==> src/rtl/matrix_serial_receiver.sv <==
// Receive side of the 16x16 LED-matrix serial link: deserializes the 595-style
// shift/latch stream and accumulates the 4-pass density scan into a 2-bit frame.
module matrix_serial_receiver #(
    parameter int unsigned SYNC_STAGES       = 2,
    parameter int unsigned LATCHES_PER_FRAME = 64
) (
    input  logic        clk,
    input  logic        rst_n,
    input  logic        sclk,
    input  logic        serial_data,
    input  logic        rclk,
    input  logic        clear,
    input  logic        err_clr,
    input  logic [3:0]  rd_row,
    input  logic [3:0]  rd_col,
    output logic [1:0]  rd_pix,
    output logic [31:0] word,
    output logic        word_valid,
    output logic        frame_done,
    output logic [7:0]  frame_count,
    output logic        framing_err,
    output logic        select_err
);

    localparam int unsigned WORD_W        = 32;
    localparam int unsigned DIM           = 16;
    localparam int unsigned PIX_W         = 2;
    localparam int unsigned CNT_W         = 6;
    localparam int unsigned CNT_SAT       = 33;
    localparam int unsigned LCNT_W        = $clog2(LATCHES_PER_FRAME + 1);
    localparam logic [PIX_W-1:0] PIX_MAX  = '1;

    // Input synchronizers plus one delay flop on the clocks for edge detection
    logic [SYNC_STAGES-1:0] sclk_sync;
    logic [SYNC_STAGES-1:0] rclk_sync;
    logic [SYNC_STAGES-1:0] clear_sync;
    logic [SYNC_STAGES-1:0] data_sync;
    logic                   sclk_d;
    logic                   rclk_d;

    always_ff @(posedge clk or negedge rst_n) begin
        if (!rst_n) begin
            sclk_sync  <= '0;
            rclk_sync  <= '0;
            clear_sync <= '0;
            data_sync  <= '0;
            sclk_d     <= 1'b0;
            rclk_d     <= 1'b0;
        end else begin
            sclk_sync  <= {sclk_sync[SYNC_STAGES-2:0], sclk};
            rclk_sync  <= {rclk_sync[SYNC_STAGES-2:0], rclk};
            clear_sync <= {clear_sync[SYNC_STAGES-2:0], clear};
            data_sync  <= {data_sync[SYNC_STAGES-2:0], serial_data};
            sclk_d     <= sclk_sync[SYNC_STAGES-1];
            rclk_d     <= rclk_sync[SYNC_STAGES-1];
        end
    end

    logic sclk_rise_c;
    logic rclk_rise_c;
    logic clear_n_c;
    logic data_c;

    assign sclk_rise_c = sclk_sync[SYNC_STAGES-1] & ~sclk_d;
    assign rclk_rise_c = rclk_sync[SYNC_STAGES-1] & ~rclk_d;
    assign clear_n_c   = clear_sync[SYNC_STAGES-1];
    assign data_c      = data_sync[SYNC_STAGES-1];

    logic [WORD_W-1:0] shreg;
    logic [CNT_W-1:0]  bitcnt;
    logic [WORD_W-1:0] shreg_nxt_c;
    logic [CNT_W-1:0]  bitcnt_nxt_c;

    // Shift register next value; clear dominates a coincident shift
    always_comb begin
        shreg_nxt_c  = shreg;
        bitcnt_nxt_c = bitcnt;
        if (!clear_n_c) begin
            shreg_nxt_c  = '0;
            bitcnt_nxt_c = '0;
        end else if (sclk_rise_c) begin
            shreg_nxt_c = {shreg[WORD_W-2:0], data_c};
            if (bitcnt != CNT_W'(CNT_SAT)) begin
                bitcnt_nxt_c = bitcnt + CNT_W'(1);
            end
        end
    end

    logic [DIM-1:0] anode_c;
    logic [DIM-1:0] cathode_c;
    logic           frame_ok_c;
    logic           select_ok_c;
    logic           valid_latch_c;
    logic [3:0]     row_c;

    assign anode_c       = shreg_nxt_c[WORD_W-1:DIM];
    assign cathode_c     = shreg_nxt_c[DIM-1:0];
    assign frame_ok_c    = (bitcnt_nxt_c == CNT_W'(WORD_W));
    assign select_ok_c   = $onehot(~cathode_c);
    assign valid_latch_c = rclk_rise_c & frame_ok_c & select_ok_c;

    // Row k is selected by the single low cathode bit at word[15-k]
    always_comb begin
        row_c = '0;
        for (int k = 0; k < DIM; k++) begin
            if (!cathode_c[DIM-1-k]) begin
                row_c = 4'(k);
            end
        end
    end

    logic [DIM-1:0][DIM-1:0][PIX_W-1:0] acc;
    logic [DIM-1:0][DIM-1:0][PIX_W-1:0] acc_nxt_c;
    logic [DIM-1:0][DIM-1:0][PIX_W-1:0] frame_buf;
    logic [LCNT_W-1:0]                  latch_cnt;
    logic [LCNT_W-1:0]                  latch_cnt_nxt_c;
    logic                               commit_c;

    assign commit_c = (latch_cnt == LCNT_W'(LATCHES_PER_FRAME));

    // Saturating accumulate; a latch in the commit cycle lands in the cleared buffer
    always_comb begin
        acc_nxt_c       = commit_c ? '0 : acc;
        latch_cnt_nxt_c = (commit_c ? '0 : latch_cnt) + LCNT_W'(valid_latch_c);
        if (valid_latch_c) begin
            for (int x = 0; x < DIM; x++) begin
                if (anode_c[x] && (acc_nxt_c[row_c][x] != PIX_MAX)) begin
                    acc_nxt_c[row_c][x] = acc_nxt_c[row_c][x] + PIX_W'(1);
                end
            end
        end
    end

    always_ff @(posedge clk or negedge rst_n) begin
        if (!rst_n) begin
            shreg       <= '0;
            bitcnt      <= '0;
            word        <= '0;
            word_valid  <= 1'b0;
            acc         <= '0;
            latch_cnt   <= '0;
            frame_buf   <= '0;
            frame_done  <= 1'b0;
            frame_count <= '0;
            framing_err <= 1'b0;
            select_err  <= 1'b0;
        end else begin
            shreg       <= shreg_nxt_c;
            bitcnt      <= rclk_rise_c ? '0 : bitcnt_nxt_c;
            word_valid  <= rclk_rise_c;
            acc         <= acc_nxt_c;
            latch_cnt   <= latch_cnt_nxt_c;
            frame_done  <= commit_c;
            frame_count <= frame_count + 8'(commit_c);
            framing_err <= (framing_err & ~err_clr) | (rclk_rise_c & ~frame_ok_c);
            select_err  <= (select_err & ~err_clr) | (rclk_rise_c & ~select_ok_c);
            if (rclk_rise_c) begin
                word <= shreg_nxt_c;
            end
            if (commit_c) begin
                frame_buf <= acc;
            end
        end
    end

    assign rd_pix = frame_buf[rd_row][rd_col];

endmodule

==> config.mk <==
export PLATFORM = sky130hd
export DESIGN_NAME = matrix_serial_receiver
export DESIGN_NICKNAME = d
export VERILOG_FILES = /design/src/rtl/matrix_serial_receiver.sv
export SDC_FILE = /design/constraint.sdc
export NUM_CORES = 2
export LEC_CHECK = 0
export CAP_MARGIN = 20
export CORE_MARGIN = 2
export CORE_UTILIZATION = 40
export DETAILED_ROUTE_END_ITERATION = 16
export PLACE_DENSITY = 0.6
export SYNTH_ARGS = -nofsm -noshare
export SYNTH_HDL_FRONTEND = slang
export SYNTH_SLANG_ARGS = --single-unit
==> constraint.sdc <==
create_clock -name clk -period 7.5 [get_ports clk]
set_input_delay 1.125 -clock clk [delete_from_list [all_inputs] [get_ports clk]]
set_output_delay 1.125 -clock clk [all_outputs]
set_load 0.005 [all_outputs]
# Word level (Yosys, flattened, before mapping)

Cells that the tools add are included.

Bits in registers: 1123
Output and inout bits: 46
Word-level logic and storage cells: 757

Add/subtract/negate cells: 34
Magnitude comparators: 4
Equality and inequality tests: 20
Mux-type cells: 139
Bitwise gates (word level): 16
Reductions and logical operators: 17

Operators by type and width:

| kind                                          | count |
|---|---|
| two-way mux 512 bit                           | 33 |
| bitwise mux 512 bit                           | 16 |
| binary-select mux 32 bit (select 4 bit)       | 17 |
| demux 32 bit (select 4 bit)                   | 16 |
| two-way mux 32 bit                            | 5 |
| two-way mux 4 bit                             | 16 |
| two-way mux 30 bit                            | 2 |
| two-way mux 28 bit                            | 2 |
| two-way mux 26 bit                            | 2 |
| two-way mux 24 bit                            | 2 |
| two-way mux 22 bit                            | 2 |
| two-way mux 20 bit                            | 2 |
| two-way mux 18 bit                            | 2 |
| two-way mux 6 bit                             | 6 |
| adder 2 x 1 -> 2 bit (second input constant)  | 16 |
| two-way mux 16 bit                            | 2 |
| inequality test 2 bit (second input constant) | 16 |
| two-way mux 14 bit                            | 2 |
| two-way mux 12 bit                            | 2 |
| two-way mux 10 bit                            | 2 |
| logical AND 1 bit                             | 17 |
| adder 1 x 1 -> 2 bit                          | 8 |
| two-way mux 8 bit                             | 2 |
| inverter 16 bit                               | 1 |
| 19 further kinds                              | 39 |

# Logic depth before layout (Yosys ltp)

Word-level depth: 116
Mapped depth: 29
Depth with buffers taken out: 23

# Worst setup path after synthesis

No wires, ideal clock.

Kind: register to register
Start point: reg sclk_d
End point: reg acc[398] in the netlist's numbering
Setup time: 0.079 ns
Arrival time: 6.526 ns
Required time: 7.421 ns
Setup slack: 0.894 ns
Stages on the path, launching flop included: 26
Buffers on the path: 7
Period minus slack after synthesis: 6.606 ns
Path through: dfrtp_1 > nand2b_2 > buf_6 > and2_1 > o21ai_2 > clkinv_1 > clkbuf_1 > clkbuf_1 > buf_1 > fa_1 > fa_1 > fa_1 > inv_1 > fa_1 > ha_1 > fa_1 > nor4b_1 > o21ai_0 > nor2_1 > o2111ai_1 > clkbuf_1 > or3_1 > clkbuf_1 > buf_2 > nor2_1 > mux2i_1

RTL lines:

| element                  | RTL line | RTL |
|---|---|---|
| start: declaration       | 38       | `logic sclk_d;` |
| start signal: assignment | 54       | `sclk_d <= sclk_sync[SYNC_STAGES-1];` |
| end signal: assignment   | 151      | `acc <= acc_nxt_c;` |
| end: declaration         | 112      | `logic [DIM-1:0][DIM-1:0][PIX_W-1:0] acc;` |

==> impl_metrics.json <==
{
  "finalSetupViolations": 0,
  "worst_skew_pair.late_latency_ns": 0.79,
  "synth_flop_cell": "dfrtp_1",
  "min_path_type": "reg -> reg",
  "min_period_ns": 6.79,
  "cp_data_required_time_ns": 8.19,
  "first_pass_iters": 6,
  "peakVddDrop_mv": 0.219,
  "p_leak_nw": 28.2,
  "area_growth_syn_to_layout_pct": 12.8,
  "tritoncts": "built",
  "clock_sinks": 1123,
  "root_buffer": "clkbuf_16",
  "syn_area_um2": 53800,
  "relSlewSlack_pct": 21.4,
  "io_buffers": 60,
  "synthTopCellsByCount": "nand2_1 (2518), dfrtp_1 (1123), mux2i_1 (338), nor2_1 (325), o21ai_0 (305)",
  "synth-edff-count": 0,
  "yosys_warnings": 0,
  "netlist.top_cell.by_area": "dfrtp_1",
  "die_area_um2": 137000,
  "die-height_um": 371,
  "syn_inst": 5788,
  "synth_nets": 5840,
  "cts_resized": 0,
  "die_w_um": 371,
  "max_freq_mhz": 147,
  "wl_per_cell_um": 24.5,
  "drv_cap": 0,
  "cts_setup_buffers": 0,
  "numCtsBuffers": 130,
  "gp_congestion": 0.893,
  "synth-async-reset-ratio_pct": 100,
  "power.density_nw_per_um2": 213,
  "outcome": "complete, no violations",
  "ys_types": 75,
  "tightest_slew_ns": 1.18,
  "initial_core_util_pct": 40.3,
  "grt_pass1_wl_um": 280000,
  "drtIter0Drc": 5129,
  "grt_max_degree": 178,
  "vias_per_cell": 5.67,
  "clk_pin_slew_ns": 0.06,
  "tns_ns": 0,
  "dr_total_vias": 43200,
  "final_nets": 5787,
  "ios": 61,
  "place_inst": 7370,
  "grt_pass1_vias": 42100,
  "synth.area.top_cells": "dfrtp_1 (52%), nand2_1 (18%), mux4_2 (7.1%), mux2i_1 (6.3%), o21ai_0 (2.8%)",
  "yosysSeqAreaShare_pct": 52.2,
  "finalNonFillerCells": 7608,
  "yosysMostFrequentCell": "nand2_1",
  "slew_violations": 0,
  "fin_util_pct": 45.5,
  "worstSetupEndpointType": "register",
  "skew_ns": 0.0314,
  "drc": 0,
  "cp_max_fo": 17,
  "rsz0062_at_grt": "no",
  "ys_seq_elements": 1123,
  "antenna_found_initial": 9,
  "num_rows": 134,
  "syn_area_per_cell_um2": 9.29,
  "core_um2": 133000,
  "cts-hold-fix-buffers": 0,
  "hold_viol_final": 0,
  "overflow": 0,
  "start_kind": "register",
  "track_usage_pct": 27.2,
  "drt_wl_total_um": 186000,
  "dpl.hpwl_um": 117000,
  "drive_above_1_share_pct": 10.3,
  "cts.path.max_buffers": 3,
  "h-tree-depth": 4,
  "drtAntennaViolNets": 0,
  "n_fill_cell": 12800,
  "cp.arrival_ns": 7.48,
  "path_class": "reg -> reg",
  "post-route-period-util_pct": 90.6,
  "yosysTopAreaCellShare_pct": 52.2
}
[final cells by class]
| class | count | area, um^2 | area share, % |
|---|---|---|---|
| clock buffer | 194 | 3830 | 6.30 |
| multi-input combinational | 4214 | 24000 | 39.5 |
| inverter | 64 | 248 | 0.408 |
| antenna | 2 | 5.00 | 0.00824 |
| tap | 1768 | 2210 | 3.64 |
| clock inverter | 41 | 450 | 0.742 |
| sequential | 1123 | 28100 | 46.3 |
| timing repair buffer | 202 | 1900 | 3.13 |
[metal layers]
| layer | up-vias | track usage [%] | share of wire, % |
|---|---|---|---|
| li1 | 19200 | - | - |
| met1 | 21600 | 38.0 | 42 |
| met2 | 1967 | 40.4 | 44 |
| met3 | 444 | 6.06 | 9.1 |
| met4 | 4 | 12.3 | 5.0 |
| met5 | - | 0 | 0.013 |
[placed cells by master (no fill, tap or decap), drive strengths merged, types with 27 or more instances in the layout]
master	instances
nand2	2521
dfrtp	1123
mux2i	338
nor2	329
o21ai	307
clkbuf	194
mux4	170
buf	147
a21oi	88
inv	71
clkdlybuf4s50	55
nand3	49
o22ai	31
ha	27
[cells by family (layout without fill, tap and decap cells)]
kind of cell | count (synthesis) | count (layout) | share of synthesized area (%)
AND/OR/NAND/NOR | 3022 | 3022 | 22.2
flip-flops | 1123 | 1123 | 52.2
AO/OA/AOI/OAI | 615 | 615 | 7.10
multiplexers | 523 | 523 | 13.7
buffers and inverters | 451 | 501 | 3.49
adder cells (fa/ha/maj) | 37 | 37 | 1.00
XOR/XNOR | 17 | 17 | 0.277
other | 0 | 2 | 0
[worst paths after layout]
| check | depth (start not counted) | slack [ns] | end | start |
|---|---|---|---|---|
| max | 19 | 0.71 | acc[289] | sclk_sync[1] |
| max reg2reg | 19 | 0.71 | acc[289] | sclk_sync[1] |
| max in group asynchronous | 3 | 5.23 | frame_buf[401] | rst_n |
| min reg2reg | 0 | 0.35 | clear_sync[1] | clear_sync[0] |
| min in group asynchronous | 1 | 0.38 | rclk_sync[1] | rst_n |
| min | 0 | 0.35 | clear_sync[1] | clear_sync[0] |
[power breakdown]
part	total, mW	switching (mW)	internal (mW)	leakage, nW
Sequential	6.07	0.00453	6.06	15.7
Combinational	0.430	0.329	0.100	10.4
Clock	6.44	2.68	3.75	2.11
Total	12.9	3.02	9.92	28.2
[stage by stage]
step | total power [mW] | setup slack [ns] | hold slack [ns] | cell area, um^2
after global routing | 13.3 | 0.349 | 0.353 | 60700
after CTS | 13.0 | 0.739 | 0.348 | 60700
after floorplan | 6.36 | 0.894 | 0.331 | 53800
after detailed placement | 6.61 | 0.806 | 0.335 | 56400
after global placement | 6.61 | 0.885 | 0.333 | 56400
final | 12.9 | 0.706 | 0.347 | 60700
[registers in the layout (all words and copies together) (netlist names), 6 cells and up]
register	count
word	32
acc	512
frame_count	8
shreg	32
bitcnt	6
frame_buf	512
latch_cnt	7
[worst max-delay path: stages (launching register included)]
cell and delay, ns:
dfrtp_1 0.46, nor2b_2 0.67, mux2i_1 0.20, nand2b_1 0.26
fa_1 0.56, inv_1 0.05, fa_1 0.46, fa_1 0.49
inv_1 0.05, fa_1 0.43, ha_1 0.23, fa_1 0.48
nor4b_1 0.28, o21ai_0 0.18, nor2_1 0.14, o2111ai_2 0.12
buf_4 0.32, or3_1 0.72, nor2_1 0.33, mux2i_1 0.24
No activity file was read; power rests on OpenSTA's default activity.
